File: config.mk
export PLATFORM = sky130hd
export DESIGN_NAME = m_mem_stage
export DESIGN_NICKNAME = d
export VERILOG_FILES = /design/src/rtl/m_mem_stage.sv
export SDC_FILE = /design/constraint.sdc
export NUM_CORES = 1
export LEC_CHECK = 0
export CAP_MARGIN = 25
export CORE_ASPECT_RATIO = 2
export CORE_MARGIN = 10
export CORE_UTILIZATION = 43
export CTS_BUF_LIST = sky130_fd_sc_hd__clkbuf_16
export CTS_CLUSTER_DIAMETER = 200
export CTS_CLUSTER_SIZE = 10
export DETAILED_ROUTE_END_ITERATION = 10
export HOLD_SLACK_MARGIN = 0.12
export PLACE_DENSITY_LB_ADDON = 0.15
export SETUP_SLACK_MARGIN = 0.4
export SLEW_MARGIN = 10
export SYNTH_ARGS = -nofsm -noshare
export SYNTH_HDL_FRONTEND = slang
export SYNTH_SLANG_ARGS = --single-unit
File: constraint.sdc
create_clock -name Clk -period 3.32 [get_ports Clk]
set_input_delay 0.498 -clock Clk [delete_from_list [all_inputs] [get_ports Clk]]
set_output_delay 0.498 -clock Clk [all_outputs]
set_load 0.005 [all_outputs]
File: src/rtl/m_mem_stage.sv
// Memory pipeline stage: M pipeline register, req/ack data-bus FSM, store lane
// generation, load extension, address exception detection and M forwarding tuple.
module m_mem_stage #(
    parameter logic [31:0] MEM_TOP = 32'h0000_2FFF
) (
    input  logic        Clk,
    input  logic        Rst,
    input  logic        Reg_Rst,
    input  logic        We,
    input  logic [31:0] IR_in,
    input  logic [31:0] PC_in,
    input  logic [31:0] Y_in,
    input  logic [31:0] V2_in,
    input  logic [4:0]  W_RFA3_in,
    input  logic [31:0] W_RFWD_in,
    input  logic        W_RFWr_in,
    input  logic        W_Forward_Ready_in,
    input  logic        DAck,
    input  logic [31:0] DRData,
    output logic        DReq,
    output logic        DWe,
    output logic [31:0] DAddr,
    output logic [31:0] DWData,
    output logic [3:0]  DByteEn,
    output logic [31:0] IR_out,
    output logic [31:0] PC_out,
    output logic [31:0] Y_out,
    output logic [31:0] LoadData_out,
    output logic        AdEL_out,
    output logic        AdES_out,
    output logic        Busy_out,
    output logic [4:0]  M_RFA3_out,
    output logic [31:0] M_RFWD_out,
    output logic        M_RFWr_out,
    output logic        M_Forward_Ready_out
);

    localparam logic [5:0] OP_RTYPE = 6'b000000;
    localparam logic [5:0] OP_JAL   = 6'b000011;
    localparam logic [5:0] OP_ADDI  = 6'b001000;
    localparam logic [5:0] OP_ADDIU = 6'b001001;
    localparam logic [5:0] OP_SLTI  = 6'b001010;
    localparam logic [5:0] OP_SLTIU = 6'b001011;
    localparam logic [5:0] OP_ANDI  = 6'b001100;
    localparam logic [5:0] OP_ORI   = 6'b001101;
    localparam logic [5:0] OP_XORI  = 6'b001110;
    localparam logic [5:0] OP_LUI   = 6'b001111;
    localparam logic [5:0] OP_LB    = 6'b100000;
    localparam logic [5:0] OP_LH    = 6'b100001;
    localparam logic [5:0] OP_LW    = 6'b100011;
    localparam logic [5:0] OP_LBU   = 6'b100100;
    localparam logic [5:0] OP_LHU   = 6'b100101;
    localparam logic [5:0] OP_SB    = 6'b101000;
    localparam logic [5:0] OP_SH    = 6'b101001;
    localparam logic [5:0] OP_SW    = 6'b101011;
    localparam logic [5:0] FN_JR    = 6'b001000;

    typedef enum logic [1:0] {IDLE, REQ, DONE} state_t;
    typedef enum logic [1:0] {A3_ZERO, A3_RT, A3_RD, A3_RA} a3_sel_t;
    typedef enum logic [1:0] {WD_ALU, WD_MEM, WD_PC8} wd_sel_t;

    state_t      state, state_next;
    logic [31:0] v2_p0;
    logic [31:0] rdata_p0;
    logic [31:0] v2_fwd;
    logic        mem_op, load_op, store_op, legal;
    logic        rfwr;
    a3_sel_t     a3_sel;
    wd_sel_t     wd_sel;

    function automatic logic is_mem(input logic [5:0] op);
        case (op)
            OP_LB, OP_LH, OP_LW, OP_LBU, OP_LHU, OP_SB, OP_SH, OP_SW: return 1'b1;
            default: return 1'b0;
        endcase
    endfunction

    // Access width is encoded in op[1:0]: 00 byte, 01 half, 11 word.
    function automatic logic access_legal(input logic [5:0] op, input logic [31:0] addr);
        logic        aligned;
        logic [32:0] last;
        case (op[1:0])
            2'b11: begin
                aligned = (addr[1:0] == 2'b00);
                last    = {1'b0, addr} + 33'd3;
            end
            2'b01: begin
                aligned = ~addr[0];
                last    = {1'b0, addr} + 33'd1;
            end
            default: begin
                aligned = 1'b1;
                last    = {1'b0, addr};
            end
        endcase
        return aligned && (last <= {1'b0, MEM_TOP});
    endfunction

    function automatic logic [31:0] load_extend(input logic [5:0] op, input logic [31:0] word,
                                                input logic [1:0] lane);
        logic signed [7:0]  b;
        logic signed [15:0] h;
        logic signed [31:0] r;
        b = word[{lane, 3'b000} +: 8];
        h = word[{lane[1], 4'b0000} +: 16];
        case (op)
            OP_LB:   r = b;
            OP_LBU:  r = {24'd0, b};
            OP_LH:   r = h;
            OP_LHU:  r = {16'd0, h};
            default: r = word;
        endcase
        return r;
    endfunction

    function automatic logic [31:0] store_data(input logic [5:0] op, input logic [31:0] v2);
        case (op)
            OP_SH:   return {2{v2[15:0]}};
            OP_SB:   return {4{v2[7:0]}};
            default: return v2;
        endcase
    endfunction

    function automatic logic [3:0] store_byteen(input logic [5:0] op, input logic [1:0] lane);
        case (op)
            OP_SH:   return lane[1] ? 4'b1100 : 4'b0011;
            OP_SB:   return 4'b0001 << lane;
            default: return 4'b1111;
        endcase
    endfunction

    assign mem_op   = is_mem(IR_out[31:26]);
    assign load_op  = mem_op && !IR_out[29];
    assign store_op = mem_op && IR_out[29];
    assign legal    = access_legal(IR_out[31:26], Y_out);
    assign Busy_out = mem_op && (state != DONE);

    // Instruction decode of the M-level instruction
    always_comb begin
        rfwr   = 1'b0;
        a3_sel = A3_ZERO;
        wd_sel = WD_ALU;
        case (IR_out[31:26])
            OP_RTYPE: begin
                if (IR_out[5:0] != FN_JR && IR_out != 32'd0) begin
                    rfwr   = 1'b1;
                    a3_sel = A3_RD;
                end
            end
            OP_JAL: begin
                rfwr   = 1'b1;
                a3_sel = A3_RA;
                wd_sel = WD_PC8;
            end
            OP_ADDI, OP_ADDIU, OP_SLTI, OP_SLTIU, OP_ANDI, OP_ORI, OP_XORI, OP_LUI: begin
                rfwr   = 1'b1;
                a3_sel = A3_RT;
            end
            OP_LB, OP_LH, OP_LW, OP_LBU, OP_LHU: begin
                rfwr   = 1'b1;
                a3_sel = A3_RT;
                wd_sel = WD_MEM;
            end
            default: ;
        endcase
    end

    // Store data may depend on a W-level result that has not reached the register file
    assign v2_fwd = (IR_out[20:16] != 5'd0 && IR_out[20:16] == W_RFA3_in &&
                     W_RFWr_in && W_Forward_Ready_in) ? W_RFWD_in : v2_p0;

    // ---- M pipeline register ----
    always_ff @(posedge Clk) begin
        if (Rst) begin
            IR_out   <= 32'd0;
            PC_out   <= 32'd0;
            Y_out    <= 32'd0;
            v2_p0    <= 32'd0;
            rdata_p0 <= 32'd0;
        end else if (!Busy_out) begin
            if (Reg_Rst) begin
                IR_out <= 32'd0;
                PC_out <= 32'd0;
                Y_out  <= 32'd0;
                v2_p0  <= 32'd0;
            end else if (We) begin
                IR_out <= IR_in;
                PC_out <= PC_in;
                Y_out  <= Y_in;
                v2_p0  <= V2_in;
            end
        end else if (state == REQ) begin
            // Freeze the forwarded value so DWData cannot drift once W moves on
            v2_p0 <= v2_fwd;
            if (DAck) rdata_p0 <= DRData;
        end
    end

    always_ff @(posedge Clk) begin
        if (Rst) state <= IDLE;
        else     state <= state_next;
    end

    always_comb begin
        state_next = state;
        if (!Busy_out) begin
            if (Reg_Rst)
                state_next = IDLE;
            else if (We) begin
                if (!is_mem(IR_in[31:26]))
                    state_next = IDLE;
                else if (access_legal(IR_in[31:26], Y_in))
                    state_next = REQ;
                else
                    state_next = DONE;
            end
        end else if (state == REQ && DAck) begin
            state_next = DONE;
        end
    end

    // ---- data bus and W-facing outputs ----
    assign DReq    = (state == REQ);
    assign DWe     = DReq && store_op;
    assign DAddr   = Y_out;
    assign DWData  = store_data(IR_out[31:26], v2_fwd);
    assign DByteEn = store_op ? store_byteen(IR_out[31:26], Y_out[1:0]) : 4'b1111;

    assign LoadData_out = load_op ? load_extend(IR_out[31:26], rdata_p0, Y_out[1:0]) : rdata_p0;
    assign AdEL_out     = load_op && !legal;
    assign AdES_out     = store_op && !legal;

    always_comb begin
        M_RFA3_out = 5'd0;
        case (a3_sel)
            A3_RT:   M_RFA3_out = IR_out[20:16];
            A3_RD:   M_RFA3_out = IR_out[15:11];
            A3_RA:   M_RFA3_out = 5'd31;
            default: M_RFA3_out = 5'd0;
        endcase
    end

    always_comb begin
        M_RFWD_out = Y_out;
        case (wd_sel)
            WD_PC8:  M_RFWD_out = PC_out + 32'd8;
            WD_MEM:  M_RFWD_out = LoadData_out;
            default: M_RFWD_out = Y_out;
        endcase
    end

    assign M_RFWr_out          = rfwr && !AdEL_out;
    assign M_Forward_Ready_out = !load_op || (state == DONE);

endmodule

==> qor.yml <==
yosys:
  synth-async-reset-ratio: 0
  synthTopCellsByArea: "dfxtp_1 31%, a21oi_1 8.2%, nor2_1 7.9%"
  yosys.area.top_type_share: 0.315
  syn_nets: 1626
  ys_top_cells_by_count: "218 x nor2_1, 169 x a21oi_1, 162 x dfxtp_1"
  syn_area_per_cell_um2: 7.29
  synth-seq-cells: 162
  yosysWarningCount: 0
  synth_area_um2: 10300
  yosysTopAreaCell: "dfxtp_1"
  synthFlopType: "dfxtp_1"
  synth_cells: 1415
  synth_cell_type_count: 74
  synth-seq-area-share: 0.315
  synthMostInstantiatedCell: "nor2_1"
  synth_edf_count: 0
timing:
  skew_ps: 7.33
  period_needed_ps: 3320
  setup_viol: 0
  hold_viol_final: 0
  max_slew_margin: 0.594
  fmaxAchievable_ghz: 0.302
  finalMaxSlewViolations: 0
  post-route-period-util: 0.999
  tightest_slew_ps: 606
  whs_ps: 468
  rsz0062_at_grt: "yes"
global_route:
  grt_pass1_wl_um: 81500
  antenna_found_initial: 3
  grtUsageTotal: 0.349
  use_met3: 0.0964
  met1_usage: 0.322
  overflow: 0
  grt_max_degree: 102
  grt-busiest-layer: "met2"
  grt_pass1_vias: 13700
  use_met2: 0.611
route:
  ant_nets: 0
  drc: 0
  vias: 14000
  drtPass1Iterations: 7
  first_iter_violations: 1322
  wl_per_cell_um: 26.6
  wl_um: 60500
  vias_per_cell: 6.15
power:
  power.share.sequential: 0.363
  p_total_w: 0.00588
  combPwrFrac: 0.292
  p_sw_frac: 0.314
  switching_power_w: 0.00185
  p_leak_nw: 7.70
  p_per_area_nw_per_um2: 316
  p_int_w: 0.00404
  ir_drop_uv: 297
  clkPwrFrac: 0.345
clocking:
  clock_latency_ps: 460
  cts_tree: "yes"
  path_clk_slew_ps: 70
  cts-root-buf: "clkbuf_16"
  htree_levels: 4
  postCtsHoldBufs: 0
  clock-sinks: 162
  cts_max_path_buffers: 2
  cts_buffers: 17
critical_path:
  crit_fanout: 3
  cp-start-kind: "flip-flop"
  cp_top_family: "simple AND/OR/NAND/NOR gates"
  critPathMaxStageDelay_ps: 550
  path_class: "flip-flop to output port"
  crit_chain: "or4_4, nor3_4, a31oi_2, o311a_4, or2_0, and2_0, a41o_1, buf_6"
  crit_slowest_cell: "or4_4"
  cp-end-kind: "output port"
  crit_arrival_ps: 2820
  required_ps: 2820
  path_buf_inv: 1
final_layout:
  final_nets: 2178
  final_layout_size_suffix_gt1_frac: 0.303
  stdcell_area_um2: 18600
  post-route-util: 0.784
  area_delta_synth_final_pct: 80.4
placed_design:
  placed_cell_area_um2: 15400
  hpwlAfterDp_um: 41700
  io_buffers: 443
  gp_congestion: 0.956
floorplanning:
  dieArea_um2: 30900
  chipWidth_um: 129
  core_area_um2: 23700
  initial_utilization: 0.435
  io_pins: 444
  core.rowCount: 80
  die_h_um: 239
status:
  outcome: "finished, final reports clean"
job:
  drv_cap: 0
hold_path:
  min_path_type: "input port to flip-flop"
==> registers in the layout, summed over array words and instances (netlist names) <==
signal and count:
DAddr 32, IR_out 32, PC_out 32, rdata_p0 32, state 2, v2_p0 32
==> stage by stage <==
step / std cells / TNS [ps] / setup WS [ps]
5_1_grt: 2269 / -191 / -64.4
4_1_cts: 2233 / 0 / 47.2
2_1_floorplan: 1415 / 0 / 458
3_3_place_gp: 2124 / -2410 / -199
6_report: 2270 / 0 / 3.25
3_5_place_dp: 2124 / -3010 / -235
==> power groups by stage <==
stage               clock network (W)  registers [W]  logic [W]
floorplan                           0        0.00215   0.000567
global placement                    0        0.00216    0.00143
detailed placement                  0        0.00216    0.00144
CTS                           0.00203        0.00212    0.00155
global route                  0.00211        0.00214    0.00181
finish                        0.00203        0.00214    0.00172
==> layout by cell type (no fill, tap or decap), types with 9 or more instances in the layout <==
cell	synthesis	layout
clkdlybuf4s50_1	0	333
nor2_1	218	186
dfxtp_1	162	151
a21oi_1	169	141
nand2_1	144	130
buf_4	37	130
and3_1	102	101
buf_6	1	87
buf_2	17	61
nand3_1	42	37
xnor2_1	30	28
o21ai_0	57	27
a21oi_2	0	24
a31oi_1	27	24
inv_1	30	23
nand4_1	21	21
o21ai_1	4	21
a211oi_1	20	20
nor2_4	0	19
mux2i_1	35	19
clkbuf_16	0	19
buf_12	0	19
a22oi_2	0	15
mux2i_4	0	14
nor2_2	0	13
nor3_1	20	12
o21ai_2	1	12
a311oi_1	11	11
clkbuf_2	0	11
dfxtp_2	0	10
mux2_4	1	9
nand2_2	0	9
xor2_1	9	9
o211ai_1	9	9
dlygate4sd2_1	0	9
==> cells by family after synthesis <==
family / count (synthesis) / synth area share
fa+ha+maj: 7 / 0.00995
flops: 162 / 0.315
mux: 50 / 0.0551
compound gates: 369 / 0.220
simple gates: 613 / 0.285
buf+inv: 175 / 0.0822
xor+xnor: 39 / 0.0331
==> cell type report <==
cell class	instances	area (um^2)
clock buffer	17	425
inverter	32	141
timing repair buffer	676	6630
sequential	162	3260
fill	1674	5130
multi-input combinational	1078	7610
clock inverter	15	159
antenna	3	7.51
tap	287	359
==> worst paths after layout <==
check             cells after the start                     start                        to  slack (ps)
setup / recovery                      8   IR_out[22]$_SDFFE_PP0P_                M_RFWr_out           3
hold / removal                        2                       Rst     DAddr[6]$_SDFFE_PP0P_         470
setup reg to reg                     14   IR_out[18]$_SDFFE_PP0P_    v2_p0[15]$_SDFFE_PP0P_         540
hold reg to reg                       2  rdata_p0[6]$_SDFFE_PP0P_  rdata_p0[6]$_SDFFE_PP0P_         480
==> per-layer routing <==
metal / vias to the layer above / routed length (um)
met1: 6598 / 18600
met2: 937 / 30100
li1: 6127 / -
met5: - / 0
met3: 298 / 5930
met4: 0 / 5820
==> repair_timing <==
action | in CTS | in global routing
pin swaps | 62 | 75
gates cloned | 9 | 2
hold endpoints to repair | 0 | 0
setup buffers | 68 | 31
gates resized for setup | 588 | 241
setup endpoints to repair | 110 | 92
Note: power is estimated with default switching activity, not from simulation.
